===== src/rtl/bsg_tag_tx_pkg.sv =====
// Shared types and helpers for the bsg_tag serial transmitter.
// Pure package: no timing or flow-control behaviour of its own.
package bsg_tag_tx_pkg;

    typedef enum logic [1:0] {
        IDLE     = 2'd0,
        SHIFT    = 2'd1,
        GAP      = 2'd2,
        PREAMBLE = 2'd3
    } bsg_tag_tx_state_e;

    // Width helper that never returns zero, so single-element fields still get a bit.
    function automatic int bsg_tag_tx_safe_clog2(input int x);
        return (x <= 1) ? 1 : $clog2(x);
    endfunction

    // Bits on the wire: start + node_id + data_not_reset + len + payload.
    function automatic int bsg_tag_tx_pkt_len(input int lg_els, input int lg_width, input int len);
        return 2 + lg_els + lg_width + len;
    endfunction

endpackage


===== src/rtl/bsg_tag_tx_piso.sv =====
// Parallel-load, LSB-first shift register; lsb is the next bit to transmit.
// Latency: load/shift take effect on the next clk edge; no backpressure (caller sequences enables).
module bsg_tag_tx_piso #(
    parameter int width_p = 8
) (
    input  logic               clk,
    input  logic               reset,
    input  logic               load,
    input  logic               shift,
    input  logic [width_p-1:0] load_data,
    output logic               lsb
);

    logic [width_p-1:0] sreg;

    always_ff @(posedge clk) begin
        if (reset) begin
            sreg <= '0;
        end else if (load) begin
            sreg <= load_data;
        end else if (shift) begin
            sreg <= {1'b0, sreg[width_p-1:1]};
        end
    end

    assign lsb = sreg[0];

endmodule


===== src/rtl/bsg_tag_tx.sv =====
// bsg_tag serializer: one packet per v_i/ready_and_o handshake, start bit one cycle after accept, one gap cycle after.
// Backpressure: ready_and_o only in IDLE; optional reset preamble under BSG_TAG_TX_RESET_PREAMBLE_EN.
module bsg_tag_tx
    import bsg_tag_tx_pkg::*;
#(
    parameter int tag_els_p               = 16,
    parameter int tag_max_payload_width_p = 10,
    parameter int preamble_len_p          = 64,
    localparam int lg_els   = bsg_tag_tx_safe_clog2(tag_els_p),
    localparam int lg_width = bsg_tag_tx_safe_clog2(tag_max_payload_width_p + 1)
) (
    input  logic                               clk_i,
    input  logic                               reset_i,
    input  logic                               v_i,
    output logic                               ready_and_o,
    input  logic [lg_els-1:0]                  node_id_i,
    input  logic                               data_not_reset_i,
    input  logic [lg_width-1:0]                len_i,
    input  logic [tag_max_payload_width_p-1:0] payload_i,
    output logic                               tag_data_o,
    output logic                               tag_en_o,
    output logic                               busy_o
);

    localparam int pkt_w = 2 + lg_els + lg_width + tag_max_payload_width_p;
    localparam int cnt_w = bsg_tag_tx_safe_clog2(pkt_w + 1);
    localparam logic [lg_width-1:0] max_len = lg_width'(tag_max_payload_width_p);

`ifdef BSG_TAG_TX_RESET_PREAMBLE_EN
    localparam bsg_tag_tx_state_e reset_state = PREAMBLE;
    localparam int pcnt_w = bsg_tag_tx_safe_clog2(preamble_len_p + 1);
    logic [pcnt_w-1:0] pcnt, pcnt_n;
`else
    localparam bsg_tag_tx_state_e reset_state = IDLE;
`endif

    bsg_tag_tx_state_e state, state_n;
    logic [cnt_w-1:0]  cnt, cnt_n;
    logic              data_q, data_n;
    logic              en_q, en_n;
    logic              load, shift, piso_bit, accept;
    logic [lg_width-1:0] len_c;
    logic [pkt_w-1:0]    pkt_vec;

    assign len_c   = (len_i > max_len) ? max_len : len_i;
    assign pkt_vec = {payload_i, len_c, data_not_reset_i, node_id_i, 1'b1};

    assign ready_and_o = (state == IDLE) & ~reset_i;
    assign busy_o      = reset_i | (state != IDLE);
    assign accept      = v_i & ready_and_o;
    assign tag_data_o  = data_q;
    assign tag_en_o    = en_q;

    // The start bit goes straight to the output flop at accept, so the shifter holds bits 1..L-1.
    bsg_tag_tx_piso #(.width_p(pkt_w)) piso (
        .clk       (clk_i),
        .reset     (reset_i),
        .load      (load),
        .shift     (shift),
        .load_data (pkt_vec >> 1),
        .lsb       (piso_bit)
    );

    always_comb begin
        state_n = state;
        cnt_n   = cnt;
        data_n  = 1'b0;
        en_n    = 1'b0;
        load    = 1'b0;
        shift   = 1'b0;
`ifdef BSG_TAG_TX_RESET_PREAMBLE_EN
        pcnt_n  = pcnt;
`endif
        case (state)
            IDLE: begin
                if (accept) begin
                    load    = 1'b1;
                    data_n  = 1'b1;
                    en_n    = 1'b1;
                    cnt_n   = cnt_w'(bsg_tag_tx_pkt_len(lg_els, lg_width, int'(len_c)) - 1);
                    state_n = SHIFT;
                end
            end
            SHIFT: begin
                // cnt counts bits still to be placed on the line after the current one.
                if (cnt != '0) begin
                    data_n = piso_bit;
                    en_n   = 1'b1;
                    shift  = 1'b1;
                    cnt_n  = cnt - 1'b1;
                end else begin
                    state_n = GAP;
                end
            end
            GAP: state_n = IDLE;
            PREAMBLE: begin
`ifdef BSG_TAG_TX_RESET_PREAMBLE_EN
                if (pcnt != '0) begin
                    data_n = 1'b1;
                    en_n   = 1'b1;
                    pcnt_n = pcnt - 1'b1;
                end else begin
                    state_n = GAP;
                end
`else
                state_n = IDLE;
`endif
            end
            default: state_n = IDLE;
        endcase
    end

    always_ff @(posedge clk_i) begin
        if (reset_i) begin
            state  <= reset_state;
            cnt    <= '0;
            data_q <= 1'b0;
            en_q   <= 1'b0;
`ifdef BSG_TAG_TX_RESET_PREAMBLE_EN
            pcnt   <= pcnt_w'(preamble_len_p);
`endif
        end else begin
            state  <= state_n;
            cnt    <= cnt_n;
            data_q <= data_n;
            en_q   <= en_n;
`ifdef BSG_TAG_TX_RESET_PREAMBLE_EN
            pcnt   <= pcnt_n;
`endif
        end
    end

endmodule

===== config.mk =====
export PLATFORM = sky130hd
export DESIGN_NAME = bsg_tag_tx
export DESIGN_NICKNAME = d
export VERILOG_FILES = /design/src/rtl/bsg_tag_tx_pkg.sv /design/src/rtl/bsg_tag_tx_piso.sv /design/src/rtl/bsg_tag_tx.sv
export SDC_FILE = /design/constraint.sdc
export NUM_CORES = 1
export LEC_CHECK = 0
export CORE_MARGIN = 2
export CORE_UTILIZATION = 55
export DETAILED_ROUTE_END_ITERATION = 8
export HOLD_SLACK_MARGIN = 0.12
export PLACE_DENSITY = 0.93
export SETUP_SLACK_MARGIN = 0.2
export SYNTH_ARGS = -nofsm -noshare
export SYNTH_HDL_FRONTEND = slang
export SYNTH_SLANG_ARGS = --single-unit

===== constraint.sdc =====
create_clock -name clk_i -period 2.6 [get_ports clk_i]
set_input_delay 0.39 -clock clk_i [delete_from_list [all_inputs] [get_ports clk_i]]
set_output_delay 0.39 -clock clk_i [all_outputs]
set_load 0.1 [all_outputs]

# Word level (Yosys, flattened, before mapping)

Cells that the tools add are included.

Bits in registers: 28
Bits of input ports: 22
Output and inout bits: 4

Add/sub/neg operators: 3
Magnitude comparators: 1
Equal/unequal tests: 6
Mux-type cells: 16
Bitwise gates (word level): 4
Reduce and logical (&&, ||, !) cells: 8

Operator list:

| kind                                                               | count |
|---|---|
| 19-bit 2-to-1 mux                                                  | 2 |
| 5-bit 2-to-1 mux                                                   | 2 |
| 5-bit case mux with 2 select lines                                 | 1 |
| 5-bit by 1-bit subtractor with 5-bit output, second input constant | 2 |
| 2-bit inequality test, second input constant                       | 3 |
| 2-bit case mux with 3 select lines                                 | 1 |
| 2-bit nonzero test                                                 | 3 |
| 4-bit by 4-bit adder with 5-bit output, first input constant       | 1 |
| 1-bit 2-to-1 mux                                                   | 5 |
| 5-bit nonzero test                                                 | 1 |
| 2-bit == test, second input constant                               | 2 |
| 4-bit greater-than comparator, second input constant               | 1 |
| 2-bit 2-to-1 mux                                                   | 2 |
| 4-bit 2-to-1 mux                                                   | 1 |
| 1-bit case mux with 2 select lines                                 | 2 |
| 3-bit AND reduction                                                | 1 |
| 1-bit bitwise AND                                                  | 2 |
| 2-bit by 1-bit == test with 1-bit output, second input constant    | 1 |
| 2-bit logical NOT                                                  | 1 |
| 2-bit AND reduction                                                | 1 |
| 2-bit OR reduction                                                 | 1 |
| 1-bit inverter                                                     | 1 |
| 1-bit OR                                                           | 1 |

# Longest topological paths before layout

Gate-level depths: netlist of run 1.

Depth in word-level cells: 6
Mapped depth: 8
Depth with buffers taken out: 8

# Cells and area by module

From an unflattened synthesis of run 1, not the netlist that was laid out.

Cells, all modules: 151
Area, all modules: 1463.9 sq um

By module, submodules not included:

| module          | instances | cells each | area an instance (sq um) | seq. area each (sq um) |
|---|---|---|---|---|
| bsg_tag_tx_piso | 1         | 88         | 915.9                    | 400.4 |
| bsg_tag_tx      | 1         | 63         | 548.0                    | 180.2 |

# Worst setup path before layout of run 1

No wires, ideal clock.

Path kind: input-to-output
From: input reset_i
To: output busy_o
Data arrival time: 3.916 ns
Required time: 2.210 ns
Slack: -1.706 ns
Cell stages on the path: 3
Path buffers: 1
Path through: buf_1 nor3_1 inv_1

Cells in the longest elaborated chain, start to end: 1

Ends and longest elaborated chain:

| item        | line             | RTL |
|---|---|---|
| from (decl) | bsg_tag_tx.sv:13 | `input logic reset_i,` |
| 1-bit OR    | bsg_tag_tx.sv:49 | `assign busy_o = reset_i \| (state != IDLE);` |
| to (decl)   | bsg_tag_tx.sv:22 | `output logic busy_o` |

No other way between the ends.

# Final worst setup path of run 1

From: input len_i[3]
To: register cnt[4]

Cells in the longest elaborated chain, start to end: 6

Ends and longest elaborated chain:

| item                                            | line                 | RTL |
|---|---|---|
| from (decl)                                     | bsg_tag_tx.sv:18     | `input logic [lg_width-1:0] len_i,` |
| 4-bit greater-than comparator                   | bsg_tag_tx.sv:45     | `assign len_c = (len_i > max_len) ? max_len : len_i;` |
| 4-bit 2-to-1 mux (*)                            | bsg_tag_tx.sv:45     |  |
| 4-bit by 4-bit adder with 5-bit output (*)      | bsg_tag_tx_pkg.sv:19 | `return 2 + lg_els + lg_width + len;` |
| 5-bit by 1-bit subtractor with 5-bit output (*) | bsg_tag_tx.sv:80     | `cnt_n = cnt_w'(bsg_tag_tx_pkt_len(lg_els, lg_width, int'(len_c)) - 1);` |
| 5-bit 2-to-1 mux (*)                            | bsg_tag_tx.sv:76     | `if (accept) begin` |
| 5-bit case mux with 2 select lines (*)          | bsg_tag_tx.sv:74     | `case (state)` |
| to (signal assigned)                            | bsg_tag_tx.sv:124    | `cnt <= cnt_n;` |
| to (decl)                                       | bsg_tag_tx.sv:38     | `logic [cnt_w-1:0] cnt, cnt_n;` |

Mark *: on every way between the ends. The rest lies on a longest branch, timed or not. The select of a mux whose other input is x is not followed.
A chain may end at the register's enable or synchronous reset.

==> qor.yml, run 1 <==
syn-cell-area_mm2: 0.00140
area_growth_pct: 23.3
cts_sinks: 28
post-place-ws_ns: 0.268
ctsResizeCount: 0
rsz0062_at_grt: "false"
synth.top_cell.area_share_pct: 40.0
crit_path_end_kind: "flip-flop"
die_area_mm2: 0.00297
hold_depth: 2
hpwlAfterDp_um: 2130
grt.total_usage_pct: 23.3
crit_start: "len_i[3]"
dr_total_vias: 1108
wirelength_um: 2920
layout-drive-gt1-share_pct: 12.0
max_slew.worst_pin.slew_ns: 0.616
rows: 18
yosys-top-cells-area: "dfxtp_1, mux2i_1, a211oi_1"
dp_cells: 192
max-slew-margin-rel_pct: 58.8
r2r.worst_path.cells: 6
drt_iter0_markers: 18
port_buffers: 25
setup_tns_ns: 0
avgSynthCellArea_um2: 9.81
synth_seq_cells: 28
timing.rr.start: "cnt[1]$_SDFFE_PP0P_"
power_per_cell_area_mw_per_mm2: 618
fin_crit_ns: 1.98
wl_per_cell_um: 14.9
synth_cell_types: 33
slew_violations: 0
fin_crit_sh_pct: 76.3
first_pass_iters: 4
h-tree-depth: 1
synth_commonest_cells: "dfxtp_1, nor2_1, a211oi_1, mux2i_1"
remaining_drc_errors: 0
grt_pass1_vias: 1170
diodes: 0
coreArea_mm2: 0.00245
numCtsBuffers: 3
synth_top_area_cell: "dfxtp_1"
layout.cells.non_filler: 196
start_util_pct: 57.1
grt_pass1_wl_um: 4910
path_clk_slew_ns: 0.15
leakage_nw: 0.637
ys_warn_count: 0
clk_latency_ns: 0.33
place.gp.congestion: 0.854
root_buffer: "clkbuf_4"
ir_worst_vdd_mv: 0.485
setup_slack_ns: 0.616
min-delay-start: "piso.sreg[0]$_SDFFE_PP0P_"
worst_setup_path_start_kind: "input pin"
hp-class: "reg2reg"
synth_edf_count: 0
die-height_um: 54.5
ios: 26
worstPathRequired_ns: 2.83
ant_nets: 0
ys_seq_area_share_pct: 40.0
synth_fp_nets: 168
criticalPathCategory: "in2reg"
setup_viol: 0
synth_ff_type: "dfxtp_1"
avgViaCountPerCell: 5.65
rrSetupSlack_ns: 0.81
final_nets: 192
syn_inst: 143
crit_fanout: 7
cp.arrival_ns: 2.22
nFillCells: 189
hold_viol_final: 0
skew_ns: 0.00322
grt_max_degree: 29
cts_tree: "done"
synthArstFlopShare_pct: 0
drv_cap: 0
post_cts_buffers: 0
die_x_um: 54.5
status: "finished clean"
clockBufferDepth: 2
grt_overflow: 0
holdBufCountCts: 0
fmax_mhz: 504
yosysMostFrequentCell: "dfxtp_1"
antenna_found_initial: 0
==> path summary, 6_finish.rpt <==
kind	to
max	cnt[4]$_SDFFE_PP0P_
min	tag_data_o$_SDFF_PP0_
max reg2reg	cnt[1]$_SDFFE_PP0P_
min reg2reg	tag_data_o$_SDFF_PP0_
==> worst max-delay path: stages <==
cell and delay [ns]:
clkdlybuf4s50_1 0.59, o21ai_0 0.12, and2_1 0.20, ha_1 0.18
ha_1 0.19, o32ai_1 0.31, a21bo_1 0.16, a21oi_1 0.07
==> area by class of cell <==
class	instances	area, um^2	share of cell area [%]
sequential	28	561	32.4
tap	30	37.5	2.17
multi-input combinational	101	768	44.4
timing repair buffer	29	295	17.1
clock buffer	3	22.5	1.30
clock inverter	1	30.0	1.74
inverter	4	15.0	0.868
==> flip-flops by register name, indices dropped and copies added (netlist names) <==
name,count
cnt,5
piso.sreg,19
state,2
tag_data_o,1
tag_en_o,1
==> report_power, final <==
part           switching (mW)  total [mW]  internal (mW)
clock network           0.131       0.287          0.156
registers              0.0293       0.496          0.467
logic                   0.156       0.285          0.129
==> per-stage QoR <==
stage	utilization, %	hold slack, ns	total power, mW	instance area, um^2
2_1_floorplan	-	0.456	0.705	1410
3_3_place_gp	68.3	0.472	0.773	1680
3_5_place_dp	68.3	0.480	0.788	1680
4_1_cts	70.4	0.514	1.07	1730
5_1_grt	70.4	0.575	1.11	1730
6_report	70.4	0.509	1.07	1730
==> cells by family after synthesis <==
logic type      share of synthesized area (%)
compound gates                           19.9
xor+xnor                                0.625
fa+ha+maj                                2.68
buf+inv                                  6.07
flops                                    40.0
mux                                      13.6
simple gates                             17.2
==> metal layers <==
metal | up-vias | global-route usage, % | routed length, um
li1 | 568 | - | -
met1 | 505 | 26.1 | 1270
met2 | 29 | 40.8 | 1470
met3 | 6 | 3.83 | 110
met4 | 0 | 14.6 | 62
met5 | - | 0 | 0
==> cells in the final DEF, fill, tap and decap left out, types with 2 or more instances in the layout <==
cell type / netlist / layout
buf_4: 0 / 6
nor2b_1: 2 / 2
mux2i_1: 19 / 19
a21oi_1: 4 / 4
o21ai_1: 2 / 2
nor2_1: 25 / 25
ha_1: 3 / 3
buf_12: 0 / 2
a211oi_2: 2 / 2
inv_1: 4 / 4
dfxtp_1: 28 / 28
nor3_1: 3 / 2
nand2b_1: 3 / 3
clkdlybuf4s50_1: 0 / 21
o21ai_0: 3 / 3
clkbuf_4: 0 / 3
a211oi_1: 19 / 19
Power figures use the tool's default switching activity.
==> run 2: changes to the inputs <==
Settings changed: CORE_UTILIZATION 55 to 46, PLACE_DENSITY 0.93 to 0.84.
Clock period 2.6 ns to 1.8 ns, I/O delays scaled along.
==> run 2 against run 1 <==
- register-to-register slack worse by 0.66 ns
- non-clock buffer count grew 18
- final area up 14%
- critical endpoint is now cnt[1]$_SDFFE_PP0P_
==> qor.yml, run 2 (same netlist as run 1, synthesis figures left out) <==
drt_iter0_markers: 47  # +29
mostFrequentLayoutCells: "nor2_1, dfxtp_1, mux2i_1, buf_4, clkdlybuf4s50_1"
path_clk_slew_ns: 0.16  # about the same
fin_crit_sh_pct: 91.4
grt.total_usage_pct: 19.6  # -3.7 points
grt_overflow: 0  # unchanged
max_slew.worst_pin.slew_ns: 0.394  # -0.222 ns
utilization_pct: 66.2  # -4.2 points
antenna_found_initial: 0  # unchanged
hpwlAfterDp_um: 2250  # +5.3%
drv_cap: 0  # unchanged
ir_worst_vdd_mv: 0.387  # -20%
rows: 20  # +2
slowest_stage: "or4b_4"
max_stage_delay_ns: 0.49  # -0.10 ns
grt_pass1_wl_um: 5170  # +5.4%
port_buffers: 25  # unchanged
clockBufferDepth: 2  # unchanged
area_growth_pct: 40.6
wirelength_um: 3240  # +11%
holdBufCountCts: 0  # unchanged
clk_latency_ns: 0.33  # about the same
crit_fanout: 5  # -2
layout-drive-gt1-share_pct: 29.3  # +17 points
die_area_mm2: 0.00351  # +18%
worstPathBufferInverterCount: 1  # unchanged
use_met1_pct: 23.0  # -3.0 points
avgViaCountPerCell: 5.64  # -0.30%
worst_setup_path_start_kind: "flip-flop"
power.switching_mw: 0.495  # +56%
crit_path_cell_trace: "inv_2, ha_4, or4b_4, a21oi_4, a211oi_1, a211oi_2"
fin_crit_ns: 1.65
final_nets: 210  # +9.4%
largest_reg_flops: 19  # unchanged
fmax_mhz: 608
grt.busiest_layer: "met2"
ant_nets: 0  # unchanged
rsz0062_at_grt: "true"
p_clk_share_pct: 25.1  # -1.8 points
slew_violations: 0  # unchanged
criticalPathCategory: "reg2reg"
grt_pass1_vias: 1220  # +4.3%
cp.arrival_ns: 1.91  # -0.31 ns
coreArea_mm2: 0.00298  # +21%
final_common_cell: "nor2_1"
first_pass_iters: 5  # +1
rrSetupSlack_ns: 0.15  # -0.66 ns
met3_usage_pct: 3.49  # -0.33 points
status: "finished clean"
p_seq_share_pct: 43.3  # -3.2 points
diodes: 0  # unchanged
cts_tree: "done"
wl_per_cell_um: 14.9  # +0.52%
start_util_pct: 47.1  # -10 points
setup_viol: 0  # unchanged
nFillCells: 238  # +26%
hold_viol_final: 0  # unchanged
max-slew-margin-rel_pct: 73.7  # +15 points
combPwrFrac_pct: 31.7  # +5.1 points
power_per_cell_area_mw_per_mm2: 843  # +36%
switching_share_pct: 29.8  # +0.14 points
place.gp.congestion: 0.755  # -12%
h-tree-depth: 1  # unchanged
cts_sinks: 28  # unchanged
die-height_um: 59.2  # +8.7%
crit_path_end_kind: "flip-flop"
largest_register: "piso.sreg"
leakage_nw: 0.761  # +19%
root_buffer: "clkbuf_4"
die_x_um: 59.2  # +8.7%
grt_use_met2_pct: 34.2  # -6.5 points
hp-class: "in2reg"
critical-path-top-delay-family: "compound AO/OA/AOI/OAI gates"
remaining_drc_errors: 0  # unchanged
top_regs: "piso.sreg x19, cnt x5, state x2"
ios: 26  # unchanged
numCtsBuffers: 3  # unchanged
skew_ns: 0.00868  # +0.00546 ns
worstPathRequired_ns: 2.06  # -0.77 ns
grt_max_degree: 23  # -21%
dr_total_vias: 1223  # +10%
p_total_mw: 1.66  # +56%
internal_power_mw: 1.17  # +55%
run 2: stage by stage:
step,TNS [ns],area (um^2),hold slack (ns),cells,setup WS (ns)
5_1_grt,0,1970,0.402,217,0.0937
6_report,0,1970,0.402,217,0.154
3_3_place_gp,-0.245,1760,0.483,205,-0.169
3_5_place_dp,-0.697,1760,0.496,205,-0.277
4_1_cts,0,1900,0.509,216,0.136
2_1_floorplan,-0.433,1410,0.431,143,-0.433
run 2: routing by layer:
layer | share of wire (%) | up-vias
met3 | 3.9 | 6
met1 | 43 | 583
met5 | 0 | -
li1 | - | 600
met4 | 1.2 | 0
met2 | 52 | 34
run 2: final timing paths:
path,to,cells past startpoint,start
setup / recovery,cnt[1]$_SDFFE_PP0P_,6,cnt[1]$_SDFFE_PP0P_
hold / removal,piso.sreg[1]$_SDFFE_PP0P_,3,reset_i
hold reg to reg,state[1]$_SDFFE_PP0P_,1,state[1]$_SDFFE_PP0P_
setup reg to reg,cnt[1]$_SDFFE_PP0P_,6,cnt[1]$_SDFFE_PP0P_
run 2: cell type report:
type / instances / area [um^2] / share of cell area (%)
multi-input combinational: 101 / 823 / 41.8
sequential: 28 / 566 / 28.7
timing repair buffer: 47 / 474 / 24.0
tap: 33 / 41.3 / 2.09
clock inverter: 1 / 30.0 / 1.52
clock buffer: 3 / 22.5 / 1.14
inverter: 4 / 15.0 / 0.761
run 2: power groups by stage:
| stage | Sequential (mW) | Combinational [mW] | Clock, mW |
|---|---|---|---|
| detailed placement | 0.728 | 0.436 | 0 |
| CTS | 0.716 | 0.495 | 0.417 |
| finish | 0.719 | 0.527 | 0.417 |
| global placement | 0.723 | 0.419 | 0 |
| global route | 0.724 | 0.563 | 0.445 |
| floorplan | 0.739 | 0.280 | 0 |
run 2: worst min-delay path, stage by stage:
cell	delay [ns]
dlymetal6s2s_1	0.13
buf_4	0.26
a211oi_2	0.05
run 2: timing repair:
action,in CTS,in global routing
gates cloned,0,1
endpoints found under the setup margin,27,25
setup buffers,7,0
hold endpoints to repair,0,0
pin swaps,9,12
gates resized for setup,12,13
